### config.mk
export PLATFORM = sky130hd
export DESIGN_NAME = binary_stream_gen_flat
export DESIGN_NICKNAME = d
export VERILOG_FILES = /design/src/rtl/binary_video_pkg.sv /design/src/rtl/binary_stream_gen_if.sv /design/src/rtl/video_timing_counter.sv /design/src/rtl/binary_stream_gen.sv /design/src/flat_wrapper.sv
export SDC_FILE = /design/constraint.sdc
export NUM_CORES = 1
export LEC_CHECK = 0
export CORE_MARGIN = 8
export CORE_UTILIZATION = 25
export CTS_CLUSTER_SIZE = 30
export DETAILED_ROUTE_END_ITERATION = 8
export SYNTH_ARGS = -nofsm -noshare
export SYNTH_HDL_FRONTEND = slang
export SYNTH_HIERARCHICAL = 1
export SYNTH_SLANG_ARGS = --single-unit
### constraint.sdc
create_clock -name clk -period 3.9 [get_ports clk]
set_input_delay 0.585 -clock clk [delete_from_list [all_inputs] [get_ports clk]]
set_output_delay 0.585 -clock clk [all_outputs]
set_load 0.005 [all_outputs]
### src/rtl/binary_video_pkg.sv
// Shared constants for binary video sources: pattern codes, LFSR seed/taps, FSM encoding.
// Pure definitions, no timing or flow control.
package binary_video_pkg;

  localparam logic [2:0] PAT_ZERO  = 3'd0;
  localparam logic [2:0] PAT_ONE   = 3'd1;
  localparam logic [2:0] PAT_CHECK = 3'd2;
  localparam logic [2:0] PAT_DOT   = 3'd3;
  localparam logic [2:0] PAT_LFSR  = 3'd4;

  localparam logic [15:0] LFSR_SEED = 16'hACE1;
  // Right-shifting Fibonacci form of x^16+x^14+x^13+x^11+1: feedback from bits 0,2,3,5.
  localparam logic [15:0] LFSR_TAPS = 16'h002D;

  typedef enum logic [1:0] {
    ST_IDLE     = 2'd0,
    ST_RUN      = 2'd1,
    ST_STOPPING = 2'd2
  } state_t;

  function automatic logic [15:0] lfsr_next(input logic [15:0] s);
    return {^(s & LFSR_TAPS), s[15:1]};
  endfunction

endpackage

### src/rtl/binary_stream_gen_if.sv
// Binary pixel-stream bundle between a stream source and the morphology chain.
// No handshake: the sink must accept every cycle.
interface binary_stream_gen_if #(
  parameter int DATA_WIDTH = 1
);
  logic [DATA_WIDTH-1:0] data_out;
  logic                  data_out_valid;
  logic                  data_out_hs;
  logic                  data_out_vs;
  logic                  frame_done;
  logic [15:0]           frame_cnt;
  logic                  busy;

  modport master (
    output data_out, data_out_valid, data_out_hs, data_out_vs, frame_done, frame_cnt, busy
  );
  modport slave (
    input  data_out, data_out_valid, data_out_hs, data_out_vs, frame_done, frame_cnt, busy
  );
endinterface

### src/rtl/video_timing_counter.sv
// Raster h/v counters with active/sync/last region decode; flags are combinational from
// the counters. Counters advance only when 'advance' is high and are held at 0 by 'clear'.
module video_timing_counter #(
  parameter int H_ACTIVE = 640,
  parameter int H_FP     = 16,
  parameter int H_SYNC   = 96,
  parameter int H_BP     = 48,
  parameter int V_ACTIVE = 480,
  parameter int V_FP     = 10,
  parameter int V_SYNC   = 2,
  parameter int V_BP     = 33,
  parameter int HW       = $clog2(H_ACTIVE + H_FP + H_SYNC + H_BP),
  parameter int VW       = $clog2(V_ACTIVE + V_FP + V_SYNC + V_BP)
) (
  input  logic          clk,
  input  logic          reset_p,
  input  logic          clear,
  input  logic          advance,
  output logic [HW-1:0] h_cnt,
  output logic [VW-1:0] v_cnt,
  output logic          h_active,
  output logic          v_active,
  output logic          h_sync,
  output logic          v_sync,
  output logic          last
);
  localparam logic [HW-1:0] H_LAST     = HW'(H_ACTIVE + H_FP + H_SYNC + H_BP - 1);
  localparam logic [HW-1:0] H_ACT_END  = HW'(H_ACTIVE);
  localparam logic [HW-1:0] H_SYNC_BEG = HW'(H_ACTIVE + H_FP);
  localparam logic [HW-1:0] H_SYNC_END = HW'(H_ACTIVE + H_FP + H_SYNC);
  localparam logic [VW-1:0] V_LAST     = VW'(V_ACTIVE + V_FP + V_SYNC + V_BP - 1);
  localparam logic [VW-1:0] V_ACT_END  = VW'(V_ACTIVE);
  localparam logic [VW-1:0] V_SYNC_BEG = VW'(V_ACTIVE + V_FP);
  localparam logic [VW-1:0] V_SYNC_END = VW'(V_ACTIVE + V_FP + V_SYNC);

  always_ff @(posedge clk) begin
    if (reset_p || clear) begin
      h_cnt <= '0;
      v_cnt <= '0;
    end else if (advance) begin
      if (h_cnt == H_LAST) begin
        h_cnt <= '0;
        v_cnt <= (v_cnt == V_LAST) ? '0 : v_cnt + 1'b1;
      end else begin
        h_cnt <= h_cnt + 1'b1;
      end
    end
  end

  assign h_active = (h_cnt < H_ACT_END);
  assign v_active = (v_cnt < V_ACT_END);
  assign h_sync   = (h_cnt >= H_SYNC_BEG) && (h_cnt < H_SYNC_END);
  assign v_sync   = (v_cnt >= V_SYNC_BEG) && (v_cnt < V_SYNC_END);
  assign last     = (h_cnt == H_LAST) && (v_cnt == V_LAST);

endmodule

### src/rtl/binary_stream_gen.sv
// Free-running binary test-pattern raster source; first pixel 2 cycles after enable,
// outputs registered 1 cycle behind the counters. No backpressure; stops only at frame end.
module binary_stream_gen
  import binary_video_pkg::*;
#(
  parameter int DATA_WIDTH = 1,
  parameter int H_ACTIVE   = 640,
  parameter int H_FP       = 16,
  parameter int H_SYNC     = 96,
  parameter int H_BP       = 48,
  parameter int V_ACTIVE   = 480,
  parameter int V_FP       = 10,
  parameter int V_SYNC     = 2,
  parameter int V_BP       = 33,
  parameter bit HS_POL     = 1'b1,
  parameter bit VS_POL     = 1'b1,
  parameter int CELL_LOG2  = 3,
  parameter int DOT_X      = 0,
  parameter int DOT_Y      = 0
) (
  input  logic                clk,
  input  logic                reset_p,
  input  logic                enable,
  input  logic [2:0]          pattern_sel,
  binary_stream_gen_if.master vid
);
  localparam int HW = $clog2(H_ACTIVE + H_FP + H_SYNC + H_BP);
  localparam int VW = $clog2(V_ACTIVE + V_FP + V_SYNC + V_BP);

  state_t        state, state_next;
  logic          busy_q;
  logic [2:0]    pat_q;
  logic [15:0]   lfsr;
  logic [HW-1:0] h_cnt;
  logic [VW-1:0] v_cnt;
  logic          h_active, v_active, h_sync, v_sync, last;
  logic          stream, active, at_last, frame_start, pix;

  // The counters start one cycle after leaving IDLE, giving the two-cycle enable-to-pixel latency.
  assign stream  = busy_q && (state != ST_IDLE);
  assign active  = h_active && v_active;
  assign at_last = stream && last;

  video_timing_counter #(
    .H_ACTIVE(H_ACTIVE), .H_FP(H_FP), .H_SYNC(H_SYNC), .H_BP(H_BP),
    .V_ACTIVE(V_ACTIVE), .V_FP(V_FP), .V_SYNC(V_SYNC), .V_BP(V_BP),
    .HW(HW), .VW(VW)
  ) u_timing (
    .clk(clk), .reset_p(reset_p), .clear(state == ST_IDLE), .advance(stream),
    .h_cnt(h_cnt), .v_cnt(v_cnt), .h_active(h_active), .v_active(v_active),
    .h_sync(h_sync), .v_sync(v_sync), .last(last)
  );

  always_ff @(posedge clk) begin
    if (reset_p) state <= ST_IDLE;
    else         state <= state_next;
  end

  always_comb begin
    state_next  = state;
    frame_start = 1'b0;
    case (state)
      ST_IDLE: begin
        if (enable) begin
          state_next  = ST_RUN;
          frame_start = 1'b1;
        end
      end
      ST_RUN, ST_STOPPING: begin
        if (at_last) begin
          state_next  = enable ? ST_RUN : ST_IDLE;
          frame_start = enable;
        end else begin
          state_next  = enable ? ST_RUN : ST_STOPPING;
        end
      end
      default: state_next = ST_IDLE;
    endcase
  end

  always_comb begin
    pix = 1'b0;
    case (pat_q)
      PAT_ONE:   pix = 1'b1;
      PAT_CHECK: pix = h_cnt[CELL_LOG2] ^ v_cnt[CELL_LOG2];
      PAT_DOT:   pix = (h_cnt == HW'(DOT_X)) && (v_cnt == VW'(DOT_Y));
      PAT_LFSR:  pix = lfsr[0];
      default:   pix = 1'b0;
    endcase
  end

  always_ff @(posedge clk) begin
    if (reset_p) begin
      busy_q <= 1'b0;
      pat_q  <= PAT_ZERO;
      lfsr   <= LFSR_SEED;
    end else begin
      busy_q <= (state != ST_IDLE);
      if (frame_start) begin
        pat_q <= pattern_sel;
        lfsr  <= LFSR_SEED;
      end else if (stream && active) begin
        lfsr <= lfsr_next(lfsr);
      end
    end
  end

  always_ff @(posedge clk) begin
    if (reset_p) begin
      vid.data_out       <= '0;
      vid.data_out_valid <= 1'b0;
      vid.data_out_hs    <= ~HS_POL;
      vid.data_out_vs    <= ~VS_POL;
      vid.frame_done     <= 1'b0;
      vid.frame_cnt      <= 16'd0;
    end else if (stream) begin
      vid.data_out       <= {DATA_WIDTH{pix && active}};
      vid.data_out_valid <= active;
      vid.data_out_hs    <= h_sync ? HS_POL : ~HS_POL;
      vid.data_out_vs    <= v_sync ? VS_POL : ~VS_POL;
      vid.frame_done     <= last;
      if (last) vid.frame_cnt <= vid.frame_cnt + 16'd1;
    end else begin
      vid.data_out       <= '0;
      vid.data_out_valid <= 1'b0;
      vid.data_out_hs    <= ~HS_POL;
      vid.data_out_vs    <= ~VS_POL;
      vid.frame_done     <= 1'b0;
    end
  end

  assign vid.busy = busy_q;

endmodule

### src/flat_wrapper.sv
// flat-port wrapper written by rule: the top's interface ports become plain ports
module binary_stream_gen_flat import binary_video_pkg::*;
#(
  parameter int DATA_WIDTH = 1,
  parameter int H_ACTIVE   = 640,
  parameter int H_FP       = 16,
  parameter int H_SYNC     = 96,
  parameter int H_BP       = 48,
  parameter int V_ACTIVE   = 480,
  parameter int V_FP       = 10,
  parameter int V_SYNC     = 2,
  parameter int V_BP       = 33,
  parameter bit HS_POL     = 1'b1,
  parameter bit VS_POL     = 1'b1,
  parameter int CELL_LOG2  = 3,
  parameter int DOT_X      = 0,
  parameter int DOT_Y      = 0
)
  (clk, reset_p, enable, pattern_sel, vid_data_out, vid_data_out_valid, vid_data_out_hs, vid_data_out_vs, vid_frame_done, vid_frame_cnt, vid_busy);
  binary_stream_gen_if #(.DATA_WIDTH(DATA_WIDTH)) vid_i ();
  input  logic clk;
  input  logic reset_p;
  input  logic enable;
  input  logic [2:0] pattern_sel;
  output wire logic [$bits(vid_i.data_out)-1:0] vid_data_out;
  output wire logic [$bits(vid_i.data_out_valid)-1:0] vid_data_out_valid;
  output wire logic [$bits(vid_i.data_out_hs)-1:0] vid_data_out_hs;
  output wire logic [$bits(vid_i.data_out_vs)-1:0] vid_data_out_vs;
  output wire logic [$bits(vid_i.frame_done)-1:0] vid_frame_done;
  output wire logic [$bits(vid_i.frame_cnt)-1:0] vid_frame_cnt;
  output wire logic [$bits(vid_i.busy)-1:0] vid_busy;
  assign vid_data_out = vid_i.data_out;
  assign vid_data_out_valid = vid_i.data_out_valid;
  assign vid_data_out_hs = vid_i.data_out_hs;
  assign vid_data_out_vs = vid_i.data_out_vs;
  assign vid_frame_done = vid_i.frame_done;
  assign vid_frame_cnt = vid_i.frame_cnt;
  assign vid_busy = vid_i.busy;
  binary_stream_gen #(.DATA_WIDTH(DATA_WIDTH), .H_ACTIVE(H_ACTIVE), .H_FP(H_FP), .H_SYNC(H_SYNC), .H_BP(H_BP), .V_ACTIVE(V_ACTIVE), .V_FP(V_FP), .V_SYNC(V_SYNC), .V_BP(V_BP), .HS_POL(HS_POL), .VS_POL(VS_POL), .CELL_LOG2(CELL_LOG2), .DOT_X(DOT_X), .DOT_Y(DOT_Y)) u_core (.clk(clk), .reset_p(reset_p), .enable(enable), .pattern_sel(pattern_sel), .vid(vid_i));
endmodule
==> out/metrics.yaml <==
status: "completed"
hold_buffers: 0
avgSynthCellArea_um2: 8.33
path_class: "reg -> reg"
tightest_slew_ps: 766
htree_levels: 3
multiInputGateArea_mm2: 0.00150
hold_slack_ps: 454
ant_nets: 0
numCtsBuffers: 9
drt-total-wl_mm: 6.62
rsz0062_at_grt: "no"
crit_chain: "inv_1 > ha_1 > nor4b_1 > nand4_1 > nor4_1 > buf_4 > nand4b_1 > or4_4 > or4_1 > a21oi_1"
slew_headroom_pct: 48.8
io_pins: 28
syn-num-nets: 357
report.final.hold_viol_count: 0
max-cap-violations: 0
vias: 2456
first_iter_violations: 210
ys_types: 40
drc: 0
fmax_ghz: 0.312
finalCriticalPeriod_ps: 3210
cp_slowest_stage_delay_ps: 680
synth_top_area_share_pct: 44.0
clkTransAtPathRegs_ps: 60
synth_top_cell_by_area: "dfxtp_1"
dpl.hpwl_mm: 4.51
ys_top_cells_by_area: "dfxtp_1, nand2_1, xnor2_1, a21oi_1, nor2_1"
start_util_pct: 25.3
setup_viol: 0
cts_resized: 0
core_area_mm2: 0.0113
cp.required_ps: 4160
finalCritPeriodShare_pct: 82.2
grt_overflow: 0
synthCells: 344
drt-vias-per-instance: 4.72
dieArea_mm2: 0.0151
synth_compound_gate_area_share_pct: 9.91
wl_per_cell_um: 12.7
first_pass_iters: 4
p_leak_nw: 1.17
synth_top_family_by_area: "simple AND/OR/NAND/NOR gates"
place.gp.congestion: 0.834
first_global_vias: 2335
yosys.area_share.simple_pct: 30.5
drv_slew: 0
track_usage_pct: 9.35
num_antenna_cells: 0
total_power_mw: 1.54
die_height_um: 123
synth_adder_area_share_pct: 3.06
synthMuxAreaShare_pct: 1.40
synth-edff-count: 0
synth_xor_area_share_pct: 7.34
clk-insertion-delay-late_ps: 330
grt_max_degree: 30
drive_gt1_share_pct: 6.63
ys_warn_count: 6
r2r_setup_slack_ps: 690
yosys_most_used_dff: "dfxtp_1"
timing.critical_path.from_type: "flop"
cpMaxStageDelayCell: "or4_4"
final_nets: 385
finalClockSkew_ps: 9.86
seq_area_mm2: 0.00126
worstPathMaxFanout: 12
worstPathArrival_ps: 3470
post_cts_buffers: 0
setup_tns_ps: 0
ys_seq_area_share_pct: 44.0
areaGrowthSynthToFinish_pct: 25.1
postSynth.asyncResetShare_pct: 0
grt_antenna_before_repair: 0
min_path_type: "reg -> reg"
max-clock-path-buffers: 2
vdd_drop_max_mv: 0.204
worstSetupEndpointType: "flop"
nFillCells: 1204
num_rows: 39
synth.ff_latch_count: 63
portBuffers: 27
root_buffer: "clkbuf_16"
cts_tree: "done"
clock-sinks: 63
grt_pass1_wl_mm: 11.3
dieWidth_um: 123
power_density_mw_per_mm2: 429
syn_area_mm2: 0.00287
layout make-up:
cell class | instances | area share [%]
multi-input combinational | 255 | 41.7
sequential | 63 | 35.2
timing repair buffer | 30 | 8.17
clock buffer | 10 | 6.67
tap | 143 | 4.99
clock inverter | 6 | 1.88
inverter | 13 | 1.36
worst paths after layout:
check                                                      startpoint                                    end  cells after the start
worst max register to register  u_core/u_timing/v_cnt[0]$_SDFFE_PP0P_  u_core/vid.frame_cnt[15]$_SDFFE_PP0P_                     10
worst min-delay path                     u_core/lfsr[13]$_SDFFE_PP1P_           u_core/lfsr[12]$_SDFFE_PP0P_                      2
worst min register to register           u_core/lfsr[13]$_SDFFE_PP1P_           u_core/lfsr[12]$_SDFFE_PP0P_                      2
worst max-delay path            u_core/u_timing/v_cnt[0]$_SDFFE_PP0P_  u_core/vid.frame_cnt[15]$_SDFFE_PP0P_                     10
cells in the mapped netlist (5+ instances only):
cell	number
nand3_1	18
or3_1	13
xnor2_1	18
inv_1	13
nor2b_1	5
clkbuf_1	10
nand4_1	10
dfxtp_1	63
nor4_1	8
and2_1	5
o21ai_0	15
a21oi_1	25
nor2_1	28
nor3_1	9
xor2_1	6
nand2_1	52
ha_1	7
logic make-up after synthesis:
kind of cell	after synthesis
mux	4
simple gates	169
flops	63
buf+inv	26
xor+xnor	24
fa+ha+maj	7
compound gates	51
cell usage in the layout, fill, tap and decap left out, drive strengths merged, types with 2 or more instances in the layout:
master	Yosys	final
xnor2	18	18
and3	3	3
buf	3	3
o31ai	2	2
nor2	28	28
nor4	8	8
nor4b	4	4
a21oi	25	25
and4	3	3
o21ai	16	16
inv	13	15
nand4b	2	2
xor2	6	6
and2	5	5
clkinvlp	0	2
ha	7	7
nand3	18	18
clkdlybuf4s50	0	27
or4	5	5
nor2b	5	5
nand2	52	52
nor3	9	9
dfxtp	63	63
clkbuf	10	10
nand4	10	10
a31oi	2	2
or3	13	13
mux2i	4	4
per-stage QoR:
stage                     setup WS, ps  util [%]  cells  instance area [um2]
after floorplan                    974         -    344                 2870
after global placement             820      29.0    504                 3280
after detailed placement           747      29.0    504                 3280
after CTS                          717      31.7    520                 3580
after global routing               375      31.7    520                 3580
final                              693      31.7    520                 3580
report_power, final:
part,internal (mW),total (mW),switching (mW)
Sequential,0.651,0.658,0.00684
Combinational,0.0241,0.0617,0.0376
Clock,0.515,0.818,0.303
sequential cells by signal, summed over array words and instances (netlist names):
name / count
u_core/lfsr: 16
u_core/vid.frame_cnt: 16
u_core/u_timing/h_cnt: 10
u_core/u_timing/v_cnt: 10
u_core/pat_q: 3
u_core/state: 2
u_core/vid.busy: 1
u_core/vid.data_out: 1
u_core/vid.data_out_hs: 1
u_core/vid.data_out_valid: 1
u_core/vid.data_out_vs: 1
u_core/vid.frame_done: 1
critical path, delay by kind of cell (launching register included):
kind | cells | cell delay [ps]
and+or+nand+nor | 6 | 2220
DFF | 1 | 340
buffers and inverters | 2 | 300
adders and majority gates | 1 | 160
AOI/OAI and AO/OA | 1 | 140
routing by layer:
metal	global-route usage [%]	vias to the layer above	share of wire, %
met5	0	-	0
met4	4.97	0	1.4
met3	3.33	6	5.3
met2	13.9	38	46
met1	11.7	1158	47
li1	-	1254	-
(Power assumes the default switching activity.)
